--- src/rtl/stream_decoder_pkg.sv ---
// Shared definitions for the stream decoder: FSM state encoding, default
// parameter values and the parity helper used by the optional parity check
// (enabled with STREAM_DECODER_PARITY_EN).
package stream_decoder_pkg;

  localparam int DEF_N    = 3;
  localparam int DEF_HOLD = 4;

  typedef enum logic [1:0] {
    S_IDLE = 2'd0,
    S_HOLD = 2'd1,
    S_GAP  = 2'd2
  } state_t;

  // True when {code, par} carries even parity; unused code bits must be zero.
  function automatic logic even_par_ok(input logic [15:0] code, input logic par);
    return ~(^{code, par});
  endfunction

endpackage

--- src/rtl/decoder_core.sv ---
// Combinational N to 2**N one-hot decoder; the exact inverse of the 8-to-3
// encoder. Instantiated twice by stream_decoder (direct and buffered paths).
module decoder_core #(
  parameter int N = 3
) (
  input  logic [N-1:0]      code,
  output logic [2**N-1:0]   onehot
);

  // One compare per output line.
  for (genvar i = 0; i < 2**N; i++) begin : g_line
    assign onehot[i] = (code == N'(i));
  end

endmodule

--- src/rtl/stream_decoder.sv ---
// Streaming one-hot decoder. Each accepted code is shown on Y for HOLD cycles
// followed by a single all-zero gap cycle; a one-entry buffer takes the next
// code while the current one is on display.
// Optional build macro: STREAM_DECODER_PARITY_EN adds in_par / par_err and
// drops transferred codes whose {in_code, in_par} is not even parity.
module stream_decoder
  import stream_decoder_pkg::*;
#(
  parameter int N    = DEF_N,
  parameter int HOLD = DEF_HOLD
) (
  input  logic              clk,
  input  logic              rst,
  input  logic              in_valid,
  output logic              in_ready,
  input  logic [N-1:0]      in_code,
  output logic [2**N-1:0]   Y,
  output logic              y_valid,
  output logic              busy,
`ifdef STREAM_DECODER_PARITY_EN
  input  logic              in_par,
  output logic              par_err,
`endif
  output logic [7:0]        sym_cnt
);

  localparam int OUT_W = 2**N;
  localparam logic [7:0] HOLD_LOAD = 8'(HOLD - 1);

  state_t             state_q, state_d;
  logic [OUT_W-1:0]   y_q, y_d;
  logic [7:0]         hold_q, hold_d;
  logic               buf_full_q, buf_full_d;
  logic [N-1:0]       buf_code_q, buf_code_d;
  logic [7:0]         cnt_q, cnt_d;
  logic [OUT_W-1:0]   dec_in, dec_buf;
  logic               xfer, par_ok, accept;

  decoder_core #(.N(N)) u_dec_in  (.code(in_code),    .onehot(dec_in));
  decoder_core #(.N(N)) u_dec_buf (.code(buf_code_q), .onehot(dec_buf));

  // in_ready comes straight from the buffer flag, never from in_valid.
  assign in_ready = ~buf_full_q;
  assign xfer     = in_valid & in_ready;

`ifdef STREAM_DECODER_PARITY_EN
  logic par_err_q;
  assign par_ok  = even_par_ok(16'(in_code), in_par);
  assign par_err = par_err_q;

  // One-cycle pulse after a transfer that failed the parity check.
  always_ff @(posedge clk) begin
    if (rst) par_err_q <= 1'b0;
    else     par_err_q <= xfer & ~par_ok;
  end
`else
  assign par_ok = 1'b1;
`endif

  // A bad-parity transfer still completes the handshake but is dropped here.
  assign accept = xfer & par_ok;

  // Next-state logic; outputs are registered so everything is computed here.
  always_comb begin
    state_d    = state_q;
    y_d        = y_q;
    hold_d     = hold_q;
    buf_full_d = buf_full_q;
    buf_code_d = buf_code_q;
    cnt_d      = cnt_q;
    case (state_q)
      S_IDLE: begin
        // A code buffered on the GAP->IDLE edge is popped ahead of new input;
        // in_ready is low then, so no transfer can collide with the pop.
        if (buf_full_q) begin
          y_d        = dec_buf;
          hold_d     = HOLD_LOAD;
          cnt_d      = cnt_q + 8'd1;
          buf_full_d = 1'b0;
          state_d    = S_HOLD;
        end else if (accept) begin
          y_d     = dec_in;
          hold_d  = HOLD_LOAD;
          cnt_d   = cnt_q + 8'd1;
          state_d = S_HOLD;
        end
      end
      S_HOLD: begin
        if (accept) begin
          buf_full_d = 1'b1;
          buf_code_d = in_code;
        end
        if (hold_q != 8'd0) begin
          hold_d = hold_q - 8'd1;
        end else begin
          y_d     = '0;
          state_d = S_GAP;
        end
      end
      S_GAP: begin
        if (buf_full_q) begin
          y_d        = dec_buf;
          hold_d     = HOLD_LOAD;
          cnt_d      = cnt_q + 8'd1;
          buf_full_d = 1'b0;
          state_d    = S_HOLD;
        end else begin
          if (accept) begin
            buf_full_d = 1'b1;
            buf_code_d = in_code;
          end
          state_d = S_IDLE;
        end
      end
      default: begin
        y_d     = '0;
        state_d = S_IDLE;
      end
    endcase
  end

  // State register; reset aborts the symbol and drops any buffered code.
  always_ff @(posedge clk) begin
    if (rst) begin
      state_q    <= S_IDLE;
      y_q        <= '0;
      hold_q     <= 8'd0;
      buf_full_q <= 1'b0;
      buf_code_q <= '0;
      cnt_q      <= 8'd0;
    end else begin
      state_q    <= state_d;
      y_q        <= y_d;
      hold_q     <= hold_d;
      buf_full_q <= buf_full_d;
      buf_code_q <= buf_code_d;
      cnt_q      <= cnt_d;
    end
  end

  assign Y       = y_q;
  assign y_valid = (state_q == S_HOLD);
  assign busy    = (state_q != S_IDLE) | buf_full_q;
  assign sym_cnt = cnt_q;

endmodule

--- config.mk ---
export PLATFORM = sky130hd
export DESIGN_NAME = stream_decoder
export DESIGN_NICKNAME = d
export VERILOG_FILES = /design/src/rtl/stream_decoder_pkg.sv /design/src/rtl/decoder_core.sv /design/src/rtl/stream_decoder.sv
export SDC_FILE = /design/constraint.sdc
export NUM_CORES = 1
export LEC_CHECK = 0
export ABC_AREA = 1
export CAP_MARGIN = 20
export CORE_MARGIN = 3
export CORE_UTILIZATION = 35
export CTS_CLUSTER_SIZE = 12
export DETAILED_ROUTE_END_ITERATION = 7
export SKIP_CTS_REPAIR_TIMING = 1
export SLEW_MARGIN = 40
export SYNTH_ARGS = -nofsm -noshare
export SYNTH_HDL_FRONTEND = slang
export SYNTH_SLANG_ARGS = --single-unit
--- constraint.sdc ---
create_clock -name clk -period 1.64 [get_ports clk]
set_input_delay 0.41 -clock clk [delete_from_list [all_inputs] [get_ports clk]]
set_output_delay 0.41 -clock clk [all_outputs]
set_load 0.05 [all_outputs]
==> summary.md <==
| Metric | Value |
|---|---|
| Outcome | finished, final reports clean |
| Minimum clock period | between 1.5 and 2 ns |
| Data arrival, critical path | around 1.2 ns |
| Most common cell after layout, fill and taps aside | nand2_1 |
| PD cells | 1840 nW/um2 |
| Depth of the CTS H-tree | 2 |
| Clk pwr share | between 10% and 20% |
| Tcrit/Tclk final | a little over nine tenths |
| # diodes | 0 |
| Starting Density | between 30% and 40% |
| Clk sinks | 30 |
| HP Start | state_q[0] |
| Worst skew pair latency | ~0.28 ns |
| Cts bufs inserted | 5 |
| Vias per cell | roughly 4.6 |
| CP max FO | 5 |
| Most frequent cells in the layout | nand2_1, nor2_1, inv_1, dfxtp_1 |
| Wire per inst | ~10 um |
| Reg power frac | roughly a quarter |
| Worst r2r src | state_q[0] |
| Sw Pwr | between 2000 and 2500 uW |
| #FFs+latches synth | 30 |
| DR iter-0 viols | 81 |
| Detailed Place HPWL | between 2000 and 3000 um |
| Clk pin slew, worst setup/hold paths | 0.07 ns |
| Post-synthesis sequential area ratio | about a third |
| Worst Hold Class | reg -> reg |
| Drt total wl | 3819 um |
| Total GRT Usage | approximately 14% |
| Largest net degree at the start of global routing | 15 |
| CTS tree | yes |
| Hold Vio Cnt, Final | 0 |
| Fillers | roughly 480 |
| Crit path capture type | primary output |
| Pleak | roughly 0.0011 uW |
| Rel. slew slack | 78.83% |
| Multi-input gate area | 982.2 um2 |
| Syn nets | around 290 |
| Vias in the first global route | ~1,500 |
| Critical path startpoint category | register |
| Gate power share | roughly 60% |
| Internal power | between 2000 and 2500 uW |
| Endpoint, Worst Hold | state_q[0] |
| DR vias | approximately 1,700 |
| Synth Cell Area | between 1500 and 2000 um2 |
| FF-to-FF setup slack | between 0.15 and 0.2 ns |
| Reg-to-reg endpoint | hold_q[1] |
| Setup violators final | 0 |
| Synth Area per Inst | roughly 6.4 um2 |
| Die area | approximately 5900 um2 |
| DIE HEIGHT | around 77 um |
| Initial antenna violation count | 0 |
| GRT overflow | 0 |
| First-pass GRT wire length | around 6500 um |
| Final hold slack | 0.4945 ns |
| Util after Layout | 50.09% |
| Area taken by flip-flops and latches | between 600 and 700 um2 |
| Worst-margin pin slew | about 0.32 ns |
| Skew final | 0.006214 ns |
| Post-Synthesis Cells | 274 |
| Hold path depth | 2 |
| Share of cells above drive strength 1 | between 10% and 20% |
| Worst endpoint required time | between 1 and 1.5 ns |
| Routed Antenna Nets | 0 |
| Drt pass-1 iters | 4 |
| P&R area growth vs syn | 36.76% |
| Reg2reg path depth | 8 |
| PortBufs | 24 |
| Max frequency | between 600 and 700 MHz |
| Largest buffer count on any clock path | 2 |
| YS warnings | 0 |
| DRC | 0 |
| Max Slew Vio Count | 0 |
| Worst setup path class | reg -> out |
| Switching Fraction | 46.93% |
| Die X | ~77 um |
| Root Buffer | clkbuf_8 |
| VDD IR max | approximately 670 uV |
| Core area | about 4800 um2 |
| Row count | 25 |
| Synth cell types | 25 |
| GP Congestion | ~0.81 |
| Number of nets in the layout | approximately 320 |
| Max Cap Viol | 0 |
| Num ports | 25 |
sequential cells by signal (all words and copies together), names as in the netlist:
name        cells
buf_code_q      3
state_q         2
Y               8
sym_cnt         8
hold_q          8
buf_full_q      1
kinds of logic (layout without fill, tap and decap cells):
group	Yosys count	after routing	share of synthesized area (%)
fa+ha+maj	7	7	4.996
compound gates	33	33	10.49
xor+xnor	3	3	1.499
buf+inv	48	84	10.85
flops	30	30	34.26
simple gates	153	153	37.90
area by class of cell:
cell class	instances	area share, %
Sequential cell	30	25.10
Clock inverter	1	0.2088
Inverter	42	6.576
Timing Repair Buffer	34	20.04
Tap cell	67	3.497
Clock buffer	7	3.601
Multi-Input combinational cell	196	40.97
worst max-delay path, stage by stage, from the launching register on:
cell and delay, ns:
dfxtp_1 0.31, inv_1 0.11, ha_4 0.19, nand2_1 0.10, buf_12 0.16
metal layers:
layer	vias up	wire length (um)	global-route usage [%]
li1	930	-	-
met1	768	1888	17.17
met2	35	1685	21.34
met3	9	184	4.108
met4	0	61	5.254
met5	-	0	0
synthesized netlist by cell type, drive strengths merged:
| cell | number | share of area [%] |
|---|---|---|
| or2 | 1 | 0.36 |
| clkbuf | 3 | 0.64 |
| nor3 | 3 | 0.86 |
| ha | 7 | 5.0 |
| xnor2 | 2 | 1.0 |
| nand3 | 18 | 5.1 |
| nand2 | 73 | 16 |
| nor3b | 1 | 0.43 |
| nand4 | 9 | 3.2 |
| inv | 42 | 9.0 |
| buf | 3 | 1.2 |
| nor2 | 48 | 11 |
| xor2 | 1 | 0.50 |
| a21oi | 19 | 5.6 |
| dfxtp | 30 | 34 |
| o21ai | 14 | 4.9 |
power by group through the flow:
stage	clock network (uW)	logic, uW	registers [uW]
after floorplan	0	1420	1470
after global placement	0	2590	1170
after detailed placement	0	2620	1170
after CTS	637	2630	1150
after global routing	677	2900	1190
final	618	2640	1160
per-stage QoR:
stage	power [uW]	worst slack (ns)	instances	cell area, um2	setup TNS, ns
after detailed placement	3788	-0.1246	369	2287	-1.438
after floorplan	2888	0.04530	274	1755	0
final	4411	0.07502	377	2397	0
after CTS	4418	-0.1220	377	2379	-0.1220
after global routing	4762	-0.001570	377	2397	-0.001570
after global placement	3759	-0.09297	369	2287	-1.007
how the worst max path moves through the flow:
stage               startpoint          to  slack [ns]  cells after the start
detailed placement    in_valid   hold_q[1]       -0.12                      8
floorplan           sym_cnt[0]  sym_cnt[7]        0.05                      6
global route        state_q[1]     y_valid      -0.002                      3
CTS                 state_q[0]        busy       -0.12                      4
global placement      in_valid   hold_q[0]       -0.09                      8
finish              state_q[1]        busy        0.08                      4
No activity file was read; power rests on OpenSTA's default activity.
